===== src/rtl/variance_pkg.sv =====
// Shared constants, FSM state encoding and a floor-log2 helper for the variance unit.
package variance_pkg;

  localparam int VAR_DATA_WIDTH  = 8;
  localparam int VAR_MAX_SAMPLES = 64;
  localparam int VAR_ADDR_WIDTH  = $clog2(VAR_MAX_SAMPLES);
  localparam int VAR_ACC_WIDTH   = 2 * VAR_DATA_WIDTH + VAR_ADDR_WIDTH;

  typedef enum logic [2:0] {
    ST_IDLE      = 3'd0,
    ST_COLLECT   = 3'd1,
    ST_WAIT_MEAN = 3'd2,
    ST_ACCUM     = 3'd3,
    ST_DONE      = 3'd4
  } state_t;

  function automatic int flog2(input int v);
    int r;
    r = 0;
    for (int i = 1; i < 31; i++) begin
      if (v >= (1 << i)) r = i;
    end
    return r;
  endfunction

endpackage


===== src/rtl/sample_buffer.sv =====
// Single-port-write / single-port-read sample store with a registered read.
module sample_buffer
  import variance_pkg::*;
#(
  parameter int DATA_WIDTH = VAR_DATA_WIDTH,
  parameter int DEPTH      = VAR_MAX_SAMPLES,
  parameter int ADDR_WIDTH = VAR_ADDR_WIDTH
) (
  input  logic                  clk,
  input  logic                  wr_en,
  input  logic [ADDR_WIDTH-1:0] wr_addr,
  input  logic [DATA_WIDTH-1:0] wr_data,
  input  logic                  rd_en,
  input  logic [ADDR_WIDTH-1:0] rd_addr,
  output logic [DATA_WIDTH-1:0] rd_data
);

  logic [DATA_WIDTH-1:0] mem [DEPTH];

  // Contents are deliberately not reset.
  always_ff @(posedge clk) begin
    if (wr_en) mem[wr_addr] <= wr_data;
    if (rd_en) rd_data <= mem[rd_addr];
  end

endmodule


===== src/rtl/variance_unit.sv =====
// Population variance of a buffered sample block against an externally supplied mean.
// Build option VARIANCE_ROUND_EN: final divide rounds half-up instead of flooring.
//
// state      | meaning
// IDLE       | waiting for start_data_in
// COLLECT    | capturing en-qualified samples into the buffer
// WAIT_MEAN  | all N samples held, waiting for a mean
// ACCUM      | N buffer reads plus two pipeline drain cycles
// DONE       | variance_out updated, ready pulsed
module variance_unit
  import variance_pkg::*;
#(
  parameter int DATA_WIDTH  = VAR_DATA_WIDTH,
  parameter int MAX_SAMPLES = VAR_MAX_SAMPLES
) (
  input  logic                    clk,
  input  logic                    rst,
  input  logic [15:0]             total_samples,
  input  logic [DATA_WIDTH-1:0]   data_in,
  input  logic                    start_data_in,
  input  logic                    en,
  input  logic [DATA_WIDTH-1:0]   mean_in,
  input  logic                    mean_valid,
  output logic [2*DATA_WIDTH-1:0] variance_out,
  output logic                    ready,
  output logic                    busy,
  output logic                    overrun
);

  localparam int AW  = $clog2(MAX_SAMPLES);
  localparam int CW  = AW + 1;
  localparam int ACW = 2 * DATA_WIDTH + AW;
  localparam int SW  = $clog2(CW);

  state_t                  state, state_nxt;
  logic [CW-1:0]           cnt, n_reg, n_start, acc_cnt;
  logic [SW-1:0]           shift_reg;
  logic [DATA_WIDTH-1:0]   mean_reg;
  logic                    mean_have;
  logic [ACW-1:0]          acc, acc_sum, acc_adj;
  logic [DATA_WIDTH-1:0]   rd_data, diff;
  logic [2*DATA_WIDTH-1:0] sq_reg;
  logic                    rd_valid, sq_valid;
  logic                    restart, wr_en, rd_en, finish;

  sample_buffer #(
    .DATA_WIDTH (DATA_WIDTH),
    .DEPTH      (MAX_SAMPLES),
    .ADDR_WIDTH (AW)
  ) u_buf (
    .clk     (clk),
    .wr_en   (wr_en),
    .wr_addr (cnt[AW-1:0]),
    .wr_data (data_in),
    .rd_en   (rd_en),
    .rd_addr (acc_cnt[AW-1:0]),
    .rd_data (rd_data)
  );

  always_comb begin
    if (total_samples > 16'(MAX_SAMPLES))  n_start = CW'(MAX_SAMPLES);
    else if (total_samples == 16'd0)       n_start = CW'(1);
    else                                   n_start = total_samples[CW-1:0];
  end

  // |sample - mean| squares to the same value as the signed difference.
  assign diff    = (rd_data >= mean_reg) ? rd_data - mean_reg : mean_reg - rd_data;
  assign acc_sum = acc + ACW'(sq_reg);

`ifdef VARIANCE_ROUND_EN
  assign acc_adj = (shift_reg != '0) ? acc_sum + (ACW'(1) << (shift_reg - 1'b1)) : acc_sum;
`else
  assign acc_adj = acc_sum;
`endif

  assign ready = (state == ST_DONE);
  assign busy  = (state != ST_IDLE);

  always_comb begin
    state_nxt = state;
    restart   = 1'b0;
    wr_en     = 1'b0;
    rd_en     = 1'b0;
    finish    = 1'b0;
    overrun   = 1'b0;
    case (state)
      ST_IDLE: begin
        if (start_data_in) begin
          restart   = 1'b1;
          state_nxt = ST_COLLECT;
        end
      end
      ST_COLLECT: begin
        if (start_data_in) begin
          restart = 1'b1;
        end else if (en) begin
          wr_en = 1'b1;
          if (cnt + 1'b1 == n_reg)
            state_nxt = mean_valid ? ST_ACCUM : ST_WAIT_MEAN;
        end
      end
      ST_WAIT_MEAN: begin
        if (start_data_in) begin
          restart   = 1'b1;
          state_nxt = ST_COLLECT;
        end else if (mean_have || mean_valid) begin
          state_nxt = ST_ACCUM;
        end
      end
      ST_ACCUM: begin
        overrun = start_data_in;
        rd_en   = (acc_cnt < n_reg);
        if (acc_cnt == n_reg + 1'b1) begin
          finish    = 1'b1;
          state_nxt = ST_DONE;
        end
      end
      ST_DONE: begin
        overrun   = start_data_in;
        state_nxt = ST_IDLE;
      end
      default: state_nxt = ST_IDLE;
    endcase
  end

  always_ff @(posedge clk) begin
    if (rst) begin
      state        <= ST_IDLE;
      cnt          <= '0;
      n_reg        <= CW'(1);
      shift_reg    <= '0;
      mean_reg     <= '0;
      mean_have    <= 1'b0;
      acc          <= '0;
      acc_cnt      <= '0;
      rd_valid     <= 1'b0;
      sq_valid     <= 1'b0;
      sq_reg       <= '0;
      variance_out <= '0;
    end else begin
      state <= state_nxt;

      if (restart) begin
        cnt       <= '0;
        n_reg     <= n_start;
        shift_reg <= SW'(flog2(int'(n_start)));
        mean_reg  <= '0;
        mean_have <= 1'b0;
      end else begin
        if (wr_en) cnt <= cnt + 1'b1;
        if (mean_valid && (state == ST_COLLECT || state == ST_WAIT_MEAN)) begin
          mean_reg  <= mean_in;
          mean_have <= 1'b1;
        end
      end

      // Pipeline: read -> registered data -> registered square -> accumulate.
      rd_valid <= rd_en;
      sq_valid <= rd_valid;
      sq_reg   <= diff * diff;

      if (state_nxt == ST_ACCUM && state != ST_ACCUM) begin
        acc     <= '0;
        acc_cnt <= '0;
      end else begin
        if (state == ST_ACCUM) acc_cnt <= acc_cnt + 1'b1;
        if (sq_valid)          acc     <= acc_sum;
      end

      if (finish) variance_out <= (2*DATA_WIDTH)'(acc_adj >> shift_reg);
    end
  end

endmodule


===== config.mk =====
export PLATFORM = sky130hd
export DESIGN_NAME = variance_unit
export DESIGN_NICKNAME = d
export VERILOG_FILES = /design/src/rtl/variance_pkg.sv /design/src/rtl/sample_buffer.sv /design/src/rtl/variance_unit.sv
export SDC_FILE = /design/constraint.sdc
export NUM_CORES = 1
export LEC_CHECK = 0
export ABC_CLOCK_PERIOD_IN_PS = 6270
export CORE_ASPECT_RATIO = 0.5
export CORE_MARGIN = 8
export CORE_UTILIZATION = 25
export DETAILED_ROUTE_END_ITERATION = 12
export MAX_ROUTING_LAYER = met4
export SYNTH_ARGS = -nofsm -noshare
export SYNTH_HDL_FRONTEND = slang
export SYNTH_SLANG_ARGS = --single-unit

===== constraint.sdc =====
create_clock -name clk -period 6.27 [get_ports clk]
set_clock_uncertainty 0.2 [all_clocks]
set_input_delay 0.627 -clock clk [delete_from_list [all_inputs] [get_ports clk]]
set_output_delay 0.627 -clock clk [all_outputs]
set_load 0.01 [all_outputs]

==> flow_summary_export.csv, run 1 <==
group,metric,value,unit
status,outcome,"finished, violations left",
worst_setup_path,cpMostUsedCell,"fa_1",
global_route,grtUsageMet3,1.57,%
synthesis,synth_fp_nets,1902,
floorplan,core_area,0.110,mm^2
final_layout,registers.top_by_ff_count,"u_buf.mem",
synthesis,netlist-cell-type-count,77,
placed_design,port_buffers,55,
cts,clkSlewWorstSetupHoldPaths,60,ps
hold_path,min_path_type,"reg -> reg",
timing,setup_viol_count_final,4,
global_route,grt_antenna_before_repair,0,
cts,clock_tree_from_tritoncts,"done",
worst_setup_path,critical_path.max_stage_delay,510,ps
final_layout,filler_cell_count,10900,
timing,max_slew.worst_pin.slew,1280,ps
worst_setup_path,critPathRequiredTime,6620,ps
global_route,grt_busiest_layer,"met2",
cts,worst_skew_pair.late_latency,630,ps
worst_setup_path,setup.worst_path.start_class,"flop",
floorplan,horizontal_extent_of_the_die,487,um
synthesis,yosys_warn_count,0,
global_route,first_global_vias,15600,
timing,timing.max_slew.rel_slack,15.0,%
synthesis,area_share_of_the_largest_cell_type_after_synthesis,56.2,%
global_route,grt_use_met2,16.6,%
worst_setup_path,worst_r2r_path_depth,27,
placed_design,gpl.final_weighted_congestion,0.822,
floorplan,fp.dieArea,0.123,mm^2
power,pwr-share-seq,47.9,%
power,power.ir.vdd_worst,0.258,mV
worst_setup_path,critical_path_buf_inv_count,6,
drt,avgViaCountPerCell,4.49,
timing,final_count_of_pins_violating_max_slew,0,
global_route,globalRouteOverflowTotal,0,
final_layout,num_antenna_cells,0,
final_layout,final-seq-area,0.0174,mm^2
final_layout,fin_nets,1998,
timing,tns,-223,ps
timing,layout_min_cycle_time,6420,ps
worst_setup_path,crit_path_top_delay_cell,"fa_1",
power,power.internal,7.14,mW
placed_design,dp_hpwl,40800,um
timing,finalHoldViolCount,0,
final_layout,final_cells,3412,
timing,final.period_utilization,102,%
drt,route.vias.total,15300,
hold_path,min_path_cells,1,
global_route,grt_first_pass_wirelength,96700,um
worst_setup_path,crit_type,"reg -> reg",
floorplan,num_rows,86,
floorplan,floorplan.initialDensity,25.2,%
power,power.clock.fraction,40.6,%
drt,drc,0,
synthesis,synth-main-ff-cell,"edfxtp_1",
synthesis,synth_area,0.0278,mm^2
drt,detail_route.first_pass.iterations,5,
worst_setup_path,cpLargestDelayFamily,"adder cells",
floorplan,die_h,252,um
final_layout,biggestRegsByFlops,"u_buf.mem: 512 flops, acc: 22 flops, variance_out: 16 flops",
drt,drt_iter0_markers,1154,
power,combinational_power_share,11.5,%
synthesis,synth_top_cells_by_area,"edfxtp_1 (56%), mux4_2 (14%), dfxtp_1 (6.6%), ha_1 (3.2%), nor2_1 (2.5%)",
cts,cts_buffers,61,
power,power_leakage,10.5,nW
power,power_dens_cells,286,mW/mm^2
global_route,largest_net_degree_at_the_start_of_global_routing,65,
cts,ctsLongestPathBuffers,3,
synthesis,synth.avg_cell_area,15.7,um^2
drt,wirelength,62700,um
power,netSwitchingPower,2.19,mW
global_route,groute.usage.overall,10.2,%
final_layout,syn2layout_area_growth,17.3,%
final_layout,largest_reg_flops,512,
synthesis,seq_area_frac_synth,62.8,%
drt,wl_per_cell,18.4,um
cts,cts-root-buf,"clkbuf_16",
floorplan,io-pin-count,56,
timing,post-route-worst-setup-slack,-154,ps
placed_design,placed_cells_incl_taps,3289,
synthesis,synthCells,1767,
status,failing_checks,"negative setup slack",
worst_setup_path,critical_path.max_fanout,5,
synthesis,ys_async_sr_fraction,0,%
final_layout,drive_gt1_share,21.2,%
global_route,met1_usage,13.3,%
cts,cts_max_level,2,
timing,max_freq,156,MHz
worst_setup_path,crit_cells,27,
run,max_cap_violations,0,
cts,clock_sinks,611,
worst_setup_path,arrival,6780,ps
timing,unrepaired_setup_endpoints_after_global_routing,"true",
final_layout,multi_input_comb_area,0.00980,mm^2
placed_design,dpl_worst_slack,-238,ps
worst_setup_path,critical_path.endpoint_type,"flop",
synthesis,yosysTopAreaCell,"edfxtp_1",
synthesis,ys_ff_latch,611,
synthesis,synth-edff-count,520,
drt,drtAntennaViolNets,0,
power,sw_frac_of_total,23.5,%
## layer usage
layer | share of wire [%] | up-vias
met5 | 0 | -
met4 | 2.4 | 0
met3 | 5.2 | 76
met2 | 49 | 355
met1 | 44 | 7858
li1 | - | 7019
## final cells by class
type / count / share of cell area (%)
clock buffers: 83 / 5.16
clock inverters: 33 / 1.30
inverters: 87 / 1.01
multi-input cells: 978 / 30.1
flip-flops and latches: 611 / 53.5
well taps: 1496 / 5.74
repair buffers: 124 / 3.19
## layout by cell type, fill, tap and decap left out, drive strengths merged, types with 27 or more instances in the layout
master and count:
xor2 32, a21oi 58, o21ai 36, clkbuf 83, clkdlybuf4s50 47, nor2 187, buf 77, fa 27
nand2 65, inv 85, mux4 177, xnor2 40, dfxtp 91, nand3 37, edfxtp 520, ha 71
mux2i 32
## cells by family after synthesis
family          count (synthesis)  share of synthesized area (%)
compound gates                206                           5.17
xor+xnor                       72                           2.27
fa+ha+maj                      98                           5.14
buf+inv                       178                           2.53
flops                         611                           62.8
mux                           218                           15.9
simple gates                  384                           6.23
## synth_stat cells, drive strengths merged (3+ instances only)
library cell,number
a2111oi,5
a211o,3
a211oi,11
a21o,20
a21oi,58
a221oi,4
a31oi,4
and2,6
and3,10
buf,33
clkbuf,58
clkinv,3
dfxtp,91
edfxtp,520
fa,27
ha,71
inv,84
mux2,9
mux2i,32
mux4,177
nand2,65
nand2b,8
nand3,37
nand4,9
nor2,187
nor2b,9
nor3,14
nor4,5
o2111a,3
o2111ai,5
o211ai,10
o21a,11
o21ai,36
o21bai,6
o221ai,4
or2,11
or3,15
xnor2,40
xor2,32
## final timing paths
| kind | start | endpoint | slack (ps) |
|---|---|---|---|
| min reg2reg | rd_valid | sq_valid | 230 |
| max | u_buf.rd_data[0] | sq_reg[15] | -150 |
| min | rd_valid | sq_valid | 230 |
| max reg2reg | u_buf.rd_data[0] | sq_reg[15] | -150 |
## power by group through the flow
stage | clock [mW] | sequential, mW | combinational (mW)
2_1_floorplan | 0 | 4.53 | 0.691
3_3_place_gp | 0 | 4.55 | 0.990
3_5_place_dp | 0 | 4.55 | 1.01
4_1_cts | 3.86 | 4.47 | 1.05
5_1_grt | 4.02 | 4.47 | 1.20
6_report | 3.78 | 4.46 | 1.07
## timing repair
| action | in CTS | in global routing |
|---|---|---|
| buffers inserted | 5 | 2 |
| hold buffers | 0 | 0 |
| endpoints found under the setup margin | 4 | 6 |
| pin swaps | 6 | 6 |
| gates resized for setup | 10 | 14 |
## stage by stage
step	hold slack (ps)	util [%]	total power [mW]	instance area, um^2
global placement	219	27.5	5.54	30300
global route	251	29.6	9.69	32600
finish	232	29.6	9.32	32600
detailed placement	220	27.5	5.56	30300
floorplan	214	-	5.23	27800
CTS	235	29.5	9.37	32500
No activity file was read; power rests on OpenSTA's default activity.
==> run 2, diff against run 1 <==
Settings changed: CTS_CLUSTER_SIZE set to 28.
==> results of run 2 <==
No change in the layout: final DEF, timing and power equal those of run 1.
==> run 3, diff against run 2 <==
Settings changed: CORE_ASPECT_RATIO 0.5 to 1.2.
==> flow_summary_export.csv, run 3 (synthesis results as in run 1) <==
group,metric,value,unit
drt,drtAntennaViolNets,0,
cts,cts_max_level,3,
final_layout,filler_cell_count,10900,
global_route,grt_antenna_before_repair,2,
global_route,globalRouteOverflowTotal,0,
final_layout,syn2layout_area_growth,17.8,%
worst_setup_path,cpMostUsedCell,"fa_1",
global_route,largest_net_degree_at_the_start_of_global_routing,70,
placed_design,placed_cells_incl_taps,3222,
worst_setup_path,arrival,6680,ps
worst_setup_path,critical_path.max_stage_delay,520,ps
drt,route.vias.total,15700,
timing,post-route-worst-setup-slack,-147,ps
worst_setup_path,critPathRequiredTime,6530,ps
final_layout,largest_reg_flops,512,
hold_path,min_path_type,"reg -> reg",
timing,unrepaired_setup_endpoints_after_global_routing,"true",
placed_design,port_buffers,55,
timing,setup_viol_count_final,4,
cts,clkSlewWorstSetupHoldPaths,60,ps
final_layout,final_cells,3349,
cts,worst_skew_pair.late_latency,610,ps
status,outcome,"finished, violations left",
cts,ctsHoldBuffers,0,
drt,wl_per_cell,19.7,um
status,failing_checks,"negative setup slack",
power,power_dens_cells,290,mW/mm^2
final_layout,layout.cells.most_common,"edfxtp_1",
placed_design,gpl.final_weighted_congestion,0.838,
worst_setup_path,critical_path_buf_inv_count,7,
timing,layout_min_cycle_time,6420,ps
power,power.ir.vdd_worst,0.205,mV
worst_setup_path,cpLargestDelayFamily,"adder cells",
floorplan,floorplan.initialDensity,25.1,%
global_route,first_global_vias,16100,
floorplan,fp.dieArea,0.122,mm^2
final_layout,biggestRegsByFlops,"u_buf.mem: 512 flops, acc: 22 flops, variance_out: 16 flops",
placed_design,placed_area,0.0303,mm^2
placed_design,dp_hpwl,43000,um
final_layout,mostFrequentLayoutCells,"edfxtp_1 (520), nor2_1 (182), mux4_2 (177)",
worst_setup_path,crit_type,"reg -> reg",
final_layout,drive_gt1_share,22.1,%
drt,drc,0,
cts,clock_tree_from_tritoncts,"done",
cts,ctsLongestPathBuffers,3,
worst_setup_path,critical_path.max_fanout,5,
worst_setup_path,critical_path.endpoint_type,"flop",
floorplan,core_area,0.111,mm^2
timing,max_slew.worst_pin.slew,1310,ps
drt,avgViaCountPerCell,4.69,
global_route,groute.usage.overall,10.9,%
final_layout,registers.top_by_ff_count,"u_buf.mem",
final_layout,multi_input_comb_area,0.00987,mm^2
floorplan,num_rows,134,
cts,cts_buffers,67,
power,post-layout-total-power,9.48,mW
run,max_cap_violations,0,
timing,final.period_utilization,102,%
drt,wirelength,65900,um
floorplan,horizontal_extent_of_the_die,320,um
final_layout,final_area,0.0327,mm^2
timing,max_freq,156,MHz
final_layout,final-seq-area,0.0174,mm^2
drt,drt_iter0_markers,1195,
power,power_leakage,10.6,nW
worst_setup_path,crit_path_top_delay_cell,"fa_1",
timing,timing.max_slew.rel_slack,12.7,%
drt,detail_route.first_pass.iterations,6,
worst_setup_path,setup.worst_path.start_class,"flop",
cts,clock_sinks,611,
floorplan,io-pin-count,56,
timing,final_count_of_pins_violating_max_slew,0,
final_layout,fin_nets,2008,
global_route,grt_first_pass_wirelength,100000,um
floorplan,die_h,381,um
cts,cts-root-buf,"clkbuf_16",
timing,finalHoldViolCount,0,
[run 3: worst register-to-register path, cell delays in order, from the launching register on]
cell,delay (ps)
edfxtp_1,400
inv_1,80
ha_2,170
inv_2,40
fa_2,340
a21o_1,170
a21oi_2,140
nand4b_1,170
a31oi_4,150
mux2_4,340
mux2_4,300
or3_4,370
inv_4,90
nand2_2,60
fa_1,520
inv_2,40
fa_1,520
inv_1,50
fa_1,450
fa_1,500
inv_2,50
ha_4,170
a2111o_1,380
a41oi_2,240
buf_4,150
xor2_1,140
nor2_1,50
[run 3: area by class of cell]
type / instances / area share, %
well taps: 1428 / 5.46
clock buffers: 79 / 5.39
inverters: 87 / 1.01
flip-flops and latches: 611 / 53.3
multi-input cells: 978 / 30.2
clock inverters: 37 / 1.27
repair buffers: 128 / 3.37
diodes: 1 / 0.00765
[run 3: power by group]
group	switching [mW]	internal, mW	total, mW
sequential	0.0240	4.44	4.46
combinational	0.611	0.504	1.12
clock	1.65	2.25	3.90
total	2.29	7.19	9.48
[run 3: worst paths after layout]
| check | slack (ps) | start | cells past startpoint | endpoint |
|---|---|---|---|---|
| max | -150 | u_buf.rd_data[0] | 26 | sq_reg[12] |
| min | 250 | rd_valid | 1 | sq_valid |
| max reg2reg | -150 | u_buf.rd_data[0] | 26 | sq_reg[12] |
| min reg2reg | 250 | rd_valid | 1 | sq_valid |
[run 3: repair_timing]
action                                  4_1_cts  5_1_grt
endpoints found under the setup margin        5        6
endpoints found under the hold margin         0        0
pin swaps                                     4       19
buffers inserted                              1        9
gates resized for setup                      12       31
[run 3: routing by layer]
layer / routed length (um) / vias up / global-route usage, %
met5: 0 / - / -
met4: 1160 / 0 / 2.30
met3: 4140 / 97 / 2.04
met2: 32700 / 529 / 18.2
met1: 27900 / 8049 / 13.8
li1: - / 7037 / -
[run 3: through the flow]
step / util (%) / TNS [ps] / setup WS (ps) / hold WS (ps)
floorplan: - / 0 / 11.0 / 214
CTS: 29.4 / -223 / -91.1 / 253
global route: 29.6 / -1560 / -375 / 271
global placement: 27.4 / -465 / -151 / 224
detailed placement: 27.4 / -994 / -277 / 233
finish: 29.6 / -348 / -147 / 249
==> variant, RTL diff (flow settings as in run 1) <==
Register the output `overrun`, cleared by the reset; this adds one clock of latency there. The other outputs are not delayed to match.
--- a/src/rtl/variance_unit.sv
+++ b/src/rtl/variance_unit.sv
@@ -31,6 +31,8 @@
   localparam int CW  = AW + 1;
   localparam int ACW = 2 * DATA_WIDTH + AW;
   localparam int SW  = $clog2(CW);
+
+  logic overrun_d;
 
   state_t                  state, state_nxt;
   logic [CW-1:0]           cnt, n_reg, n_start, acc_cnt;
@@ -82,7 +84,7 @@
     wr_en     = 1'b0;
     rd_en     = 1'b0;
     finish    = 1'b0;
-    overrun   = 1'b0;
+    overrun_d = 1'b0;
     case (state)
       ST_IDLE: begin
         if (start_data_in) begin
@@ -108,7 +110,7 @@
         end
       end
       ST_ACCUM: begin
-        overrun = start_data_in;
+        overrun_d = start_data_in;
         rd_en   = (acc_cnt < n_reg);
         if (acc_cnt == n_reg + 1'b1) begin
           finish    = 1'b1;
@@ -116,7 +118,7 @@
         end
       end
       ST_DONE: begin
-        overrun   = start_data_in;
+        overrun_d = start_data_in;
         state_nxt = ST_IDLE;
       end
       default: state_nxt = ST_IDLE;
@@ -171,5 +173,13 @@
     end
   end
 
+  always_ff @(posedge clk) begin
+    if (rst) begin
+      overrun <= '0;
+    end else begin
+      overrun <= overrun_d;
+    end
+  end
+
 endmodule
 
Formal check against the unedited RTL: not equivalent (a bounded check fails within 4 cycles, from zero or initial values and one cycle with rst high).
==> variant against run 1 <==
The flow still finishes with violations (setup timing). Power is 0.28% higher. Fmax grew 1.8%. Sequential share of layout area down 0.25 points. Sequential cell count is 1 higher. Routed wire length rose by 7.4%. Setup slack better by 110 ps. Design area increased by 0.60%. Die area rose by 0.50%. First-iteration DRC count grew 30%. Combinational power down 5%. Via count up 3.5%. Area after synthesis up 0.53%. Critical endpoint is now sq_reg[12]$_SDFF_PP0_. Largest cell class unchanged.
==> variant: results <==
[timing]
finalSetupViolCount = 3
finalSetupTns_ps = -80.7
worst_slack_ps = -42.6
slew_headroom = 0.153

[status]
status = "complete, but fails checks"
violations = "setup timing"

[global_routing]
grt_use_total = 0.109
grt_max_degree = 83

[pwr]
p_switching_mw = 2.27
ir_worst_vdd_mv = 0.208
power.density_nw_per_um2 = 285
pg_comb_mw = 1.02
seq-power_mw = 4.47
leakage_nw = 10.5

[clock_network]
numCtsBuffers = 66
h-tree-depth = 3

[worst_setup_path]
critical_path_peak_fanout = 4
slowest_delay_ps = 490
crit_path_start = "u_buf.rd_data[0]$_DFFE_PP_"
cp.arrival_ps = 6570
crit_family = "adder cells"

[cells_and_area]
layout-drive-gt1-share = 0.213
fillers = 10900
nets = 2011

[yosys]
yosys-top-cells-area = "edfxtp_1 56%, mux4_2 15%, dfxtp_1 6.6%"
synth_nets = 1919
synth_seq_area_share = 0.625
synth_common_cells = "520 x edfxtp_1, 188 x nor2_1, 182 x mux4_2, 92 x dfxtp_1, 89 x inv_1"
synth.distinct_cells = 78
synth_edf_count = 520

[drt]
routed-via-count = 15800
wl_mm = 67.3
drtIter0Drc = 1498
first_pass_iters = 7

[placement]
place.gp.congestion = 0.824
pre_cts_ws_ps = -210
==> variant: area by class of cell <==
class,instances,area (µm²),share of cell area
sequential,612,17500,0.533
tap,1496,1870,0.0571
inverter,91,344,0.0105
timing repair buffer,118,1010,0.0308
clock buffer,74,1680,0.0513
clock inverter,46,484,0.0148
multi-input combinational,987,9930,0.303
==> variant: what timing repair did <==
action | CTS | global route
pin swaps | 13 | 9
resized for setup | 10 | 18
setup endpoints to repair | 5 | 6
endpoints found under the hold margin | 0 | 0
setup buffers | 4 | 2
==> variant: layer usage <==
layer / wire length, µm / up-vias / global-route usage
li1: - / 7094 / -
met1: 29200 / 8185 / 0.143
met2: 33400 / 481 / 0.182
met3: 3600 / 81 / 0.0165
met4: 1070 / 0 / 0.0217
met5: 0 / - / -
==> variant: kinds of logic (layout without fill, tap and decap cells) <==
group / count (synthesis) / after routing / synth area share
DFF: 612 / 612 / 0.625
and+or+nand+nor: 400 / 400 / 0.0665
muxes: 211 / 211 / 0.158
AOI/OAI and AO/OA: 210 / 210 / 0.0518
buffers and inverters: 185 / 329 / 0.0259
adders and majority gates: 98 / 98 / 0.0512
xor gates and xnor gates: 68 / 68 / 0.0218
==> variant: path summary, 6_finish.rpt <==
| kind | to | slack (ps) | cells after the start |
|---|---|---|---|
| setup / recovery | sq_reg[12]$_SDFF_PP0_ | -40 | 26 |
| hold / removal | sq_valid$_SDFF_PP0_ | 250 | 1 |
| setup reg to reg | sq_reg[12]$_SDFF_PP0_ | -40 | 26 |
| hold reg to reg | sq_valid$_SDFF_PP0_ | 250 | 1 |
==> variant: through the flow <==
stage               std cells  instance area, µm²  hold WS (ps)
CTS                      3423               32700           252
finish                   3424               32800           246
global route             3424               32800           268
floorplan                1784               27900           214
detailed placement       3299               30400           239
global placement         3299               30400           219
